$ cat config.mk
export PLATFORM = sky130hd
export DESIGN_NAME = glyph_rom_arbiter
export DESIGN_NICKNAME = d
export VERILOG_FILES = /design/src/rtl/glyph_rom_arbiter.sv
export SDC_FILE = /design/constraint.sdc
export NUM_CORES = 1
export LEC_CHECK = 0
export BUFFER_PORTS_ARGS = -buffer_cell sky130_fd_sc_hd__buf_4
export CAP_MARGIN = 20
export CORE_ASPECT_RATIO = 1.5
export CORE_UTILIZATION = 31
export DETAILED_ROUTE_END_ITERATION = 10
export HOLD_SLACK_MARGIN = 0.02
export PLACE_DENSITY_LB_ADDON = 0.1
export SETUP_SLACK_MARGIN = 0.05
export SYNTH_ARGS = -nofsm -noshare
export SYNTH_HDL_FRONTEND = slang
export SYNTH_SLANG_ARGS = --single-unit
$ cat constraint.sdc
create_clock -name clk -period 3.5 [get_ports clk]
set_input_delay 0.525 -clock clk [delete_from_list [all_inputs] [get_ports clk]]
set_output_delay 0.525 -clock clk [all_outputs]
set_load 0.005 [all_outputs]
$ cat src/rtl/glyph_rom_arbiter.sv
// Two-port arbiter in front of a single-port glyph ROM/BRAM with a 1-cycle read.
// Port A (pixel path) has priority; port B (background) gets a starvation guard.
module glyph_rom_arbiter #(
    parameter int ADDR_W       = 12,
    parameter int DATA_W       = 16,
    parameter int STARVE_LIMIT = 8
) (
    input  logic              clk,
    input  logic              rstn,
    input  logic              a_req,
    input  logic [ADDR_W-1:0] a_addr,
    output logic              a_gnt,
    output logic              a_rvalid,
    output logic [DATA_W-1:0] a_rdata,
    input  logic              b_req,
    input  logic              b_we,
    input  logic [ADDR_W-1:0] b_addr,
    input  logic [DATA_W-1:0] b_wdata,
    output logic              b_gnt,
    output logic              b_rvalid,
    output logic [DATA_W-1:0] b_rdata,
    output logic [ADDR_W-1:0] rom_addr,
    output logic              rom_we,
    output logic [DATA_W-1:0] rom_din,
    input  logic [DATA_W-1:0] rom_dout
);
    localparam int CNT_W = $clog2(STARVE_LIMIT + 1);
    localparam logic [CNT_W-1:0] CNT_MAX = CNT_W'(STARVE_LIMIT);

    typedef enum logic [1:0] {OWN_NONE, OWN_A, OWN_B} owner_e;

    logic [CNT_W-1:0] starve_q, starve_d;
    owner_e           owner_q, owner_d;
    logic             b_force;

    // Grants stay low during reset so nothing reaches the ROM while rstn is low.
    assign b_force = b_req && (starve_q == CNT_MAX);
    assign a_gnt   = rstn && a_req && !b_force;
    assign b_gnt   = rstn && b_req && (b_force || !a_req);

    assign rom_addr = a_gnt ? a_addr : (b_gnt ? b_addr : '0);
    assign rom_we   = b_gnt && b_we;
    assign rom_din  = b_gnt ? b_wdata : '0;

    always_comb begin
        starve_d = starve_q;
        if (!b_req || b_gnt)
            starve_d = '0;
        else if (starve_q != CNT_MAX)
            starve_d = starve_q + 1'b1;
    end

    // Writes tag OWN_NONE so the return path only fires for reads.
    always_comb begin
        owner_d = OWN_NONE;
        if (a_gnt)
            owner_d = OWN_A;
        else if (b_gnt && !b_we)
            owner_d = OWN_B;
    end

    always_ff @(posedge clk or negedge rstn) begin
        if (!rstn) begin
            starve_q <= '0;
            owner_q  <= OWN_NONE;
        end else begin
            starve_q <= starve_d;
            owner_q  <= owner_d;
        end
    end

    assign a_rvalid = (owner_q == OWN_A);
    assign b_rvalid = (owner_q == OWN_B);
    assign a_rdata  = a_rvalid ? rom_dout : '0;
    assign b_rdata  = b_rvalid ? rom_dout : '0;
endmodule

==> impl_metrics.json <==
{
  "dp_hpwl_um": 2804,
  "drv_cap": 0,
  "die_w_um": 43.98,
  "worstPathMaxFanout": 31,
  "hold_slack_ns": 0.08593,
  "p_leak_nw": 1.014,
  "total_power_mw": 0.2825,
  "antenna_found_initial": 0,
  "setup_viol": 0,
  "root_buffer": "clkbuf_4",
  "crit_type": "reg -> out",
  "rsz0062_at_grt": "no",
  "fin_area_sq_mm": 0.001758,
  "max_freq_mhz": 353.7,
  "grt_usage_pct": 20.62,
  "yosysUniqueCellTypes": 23,
  "fin_cells": 244,
  "clockBufferDepth": 2,
  "hold_path_class": "in -> async",
  "cts_inserted_buffers": 3,
  "crit_slowest_cell": "a211oi_4",
  "ys.flop_type": "dfrtp_1",
  "grt_pass1_vias": 1089,
  "drive_above_1_share_pct": 64.09,
  "pin_count": 126,
  "worstMarginPinSlew_ns": 0.9573,
  "post-cts-setup-buffers": 0,
  "tns_ns": 0,
  "nNetsFinal": 285,
  "path_delay_family": "compound AO/OA/AOI/OAI gates",
  "diodes": 0,
  "final_antenna_net_count": 0,
  "worst_slack_ns": 0.6729,
  "gp_congestion": 0.7197,
  "cts_sinks": 6,
  "start_util_pct": 33.08,
  "vias": 1166,
  "maxSlewViolCount": 0,
  "postCtsHoldBufs": 0,
  "grt_start_max_net_pins": 32,
  "critical_path_required_ns": 2.97,
  "status": "finished with violations",
  "finalWirelength_um": 3197,
  "area_growth_pct": 114.5,
  "place_area_sq_mm": 0.001735,
  "die-area_sq_mm": 0.002857,
  "fin_crit_ns": 2.827,
  "max_stage_delay_ns": 0.84,
  "start_kind": "flip-flop",
  "violations": "design-rule violations",
  "drt_first_pass_iters": 6,
  "detail_route.wl_per_cell_um": 13.10,
  "htree_levels": 1,
  "io_buffers": 125,
  "crit_chain": "inv_1 > ha_1 > nand3b_4 > a211oi_4 > a22o_2 > buf_4",
  "synth_warnings": 0,
  "remaining_drc_errors": 7,
  "layout_commonest_cell": "buf_4",
  "critPathBufInv": 2,
  "cts_resized": 0,
  "relSlewSlack_pct": 35.98,
  "utilization_pct": 70.96,
  "rows": 22,
  "ir_drop_v": 0.0001390,
  "avgViaCountPerCell": 4.779,
  "arrival_ns": 2.30,
  "clk_latency_ns": 0.25,
  "cts_tree": "done",
  "dr.first_iter.drc_count": 17,
  "synth_nets": 161,
  "async_flop_share_pct": 100.0,
  "syn_area_sq_um": 819.5,
  "dp_slack_ns": 0.9614,
  "post-route-period-util_pct": 80.77,
  "synth_edf_count": 0,
  "final_cell_mix": "buf_4, and2_1, a22o_2, dfrtp_1, inv_1",
  "clk_pin_slew_ns": 0.04,
  "report.final.hold_viol_count": 0,
  "p_per_area_mw_per_mm2": 160.7,
  "gr-total-overflow": 0,
  "skew_ns": 0.002384,
  "dpl.cell_count": 241,
  "synthCells": 98,
  "cp-end-kind": "output port",
  "grt_pass1_wl_um": 4416,
  "ys_seq_elements": 6,
  "core_region_area_sq_mm": 0.002477,
  "yosysSeqAreaShare_pct": 18.32,
  "chipHeight_um": 64.97,
  "avgSynthCellArea_sq_um": 8.363
}
flip-flops by register name, indices dropped and copies added, names as in the netlist:
name	count
starve_q	4
owner_q	2
path summary, 6_finish.rpt:
check / start / to / slack [ns] / cells after the start
max: starve_q[0]$_DFFE_PN0P_ / rom_addr[0] / 0.67 / 6
min: rstn / starve_q[0]$_DFFE_PN0P_ / 0.09 / 1
max reg2reg: starve_q[0]$_DFFE_PN0P_ / owner_q[1]$_DFF_PN0_ / 1.56 / 5
min reg2reg: starve_q[0]$_DFFE_PN0P_ / starve_q[0]$_DFFE_PN0P_ / 0.56 / 1
max in group asynchronous: rstn / starve_q[1]$_DFFE_PN0P_ / 3.28 / 1
min in group clk: rstn / starve_q[3]$_DFFE_PN0P_ / 0.55 / 2
layout make-up:
type                    count  area, sq um
clock buffers               3        22.52
inverters                   4        15.01
repair buffers            125        938.4
fillers                   218        719.4
well taps                  24        30.03
flip-flops and latches      6        150.1
multi-input cells          82        601.8
report_power, final:
part           leakage, nW  switching [mW]  internal, mW
Clock               0.0138          0.0255        0.0388
Combinational        0.920          0.0480        0.0935
Sequential          0.0805         0.00346        0.0733
Total                 1.01          0.0769         0.206
cells by family (layout without fill, tap and decap cells):
| logic type | count (synthesis) | after routing | share of synthesized area, % |
|---|---|---|---|
| AND/OR/NAND/NOR | 60 | 60 | 46.41 |
| AO/OA/AOI/OAI | 18 | 18 | 21.83 |
| XOR/XNOR | 2 | 2 | 2.138 |
| buffers and inverters | 10 | 132 | 8.244 |
| flip-flops | 6 | 6 | 18.32 |
| adder cells (fa/ha/maj) | 2 | 2 | 3.053 |
routing by layer:
layer | up-vias | wire length [um] | GRT usage, %
met1 | 511 | 962 | 16.10
met3 | 4 | 327 | 5.850
met2 | 77 | 1857 | 42.35
li1 | 574 | - | -
met4 | 0 | 51 | 10.23
met5 | - | 0 | 0
worst register-to-register path, delay by kind of cell (launching register included):
family,cells,cell delay (ns)
AOI/OAI and AO/OA,1,0.85
adders and majority gates,1,0.19
buffers and inverters,1,0.08
DFF,1,0.41
and+or+nand+nor,2,0.35
synthesized netlist by cell type, types with 2 or more instances:
master | number | area share (%)
a22o_2 | 11 | 13
and2_1 | 49 | 37
buf_6 | 4 | 5.5
clkbuf_1 | 2 | 0.92
dfrtp_1 | 6 | 18
ha_1 | 2 | 3.1
inv_1 | 4 | 1.8
nand2_1 | 2 | 0.92
nand3_1 | 3 | 1.8
nor2b_1 | 2 | 1.5
(Power assumes the default switching activity.)
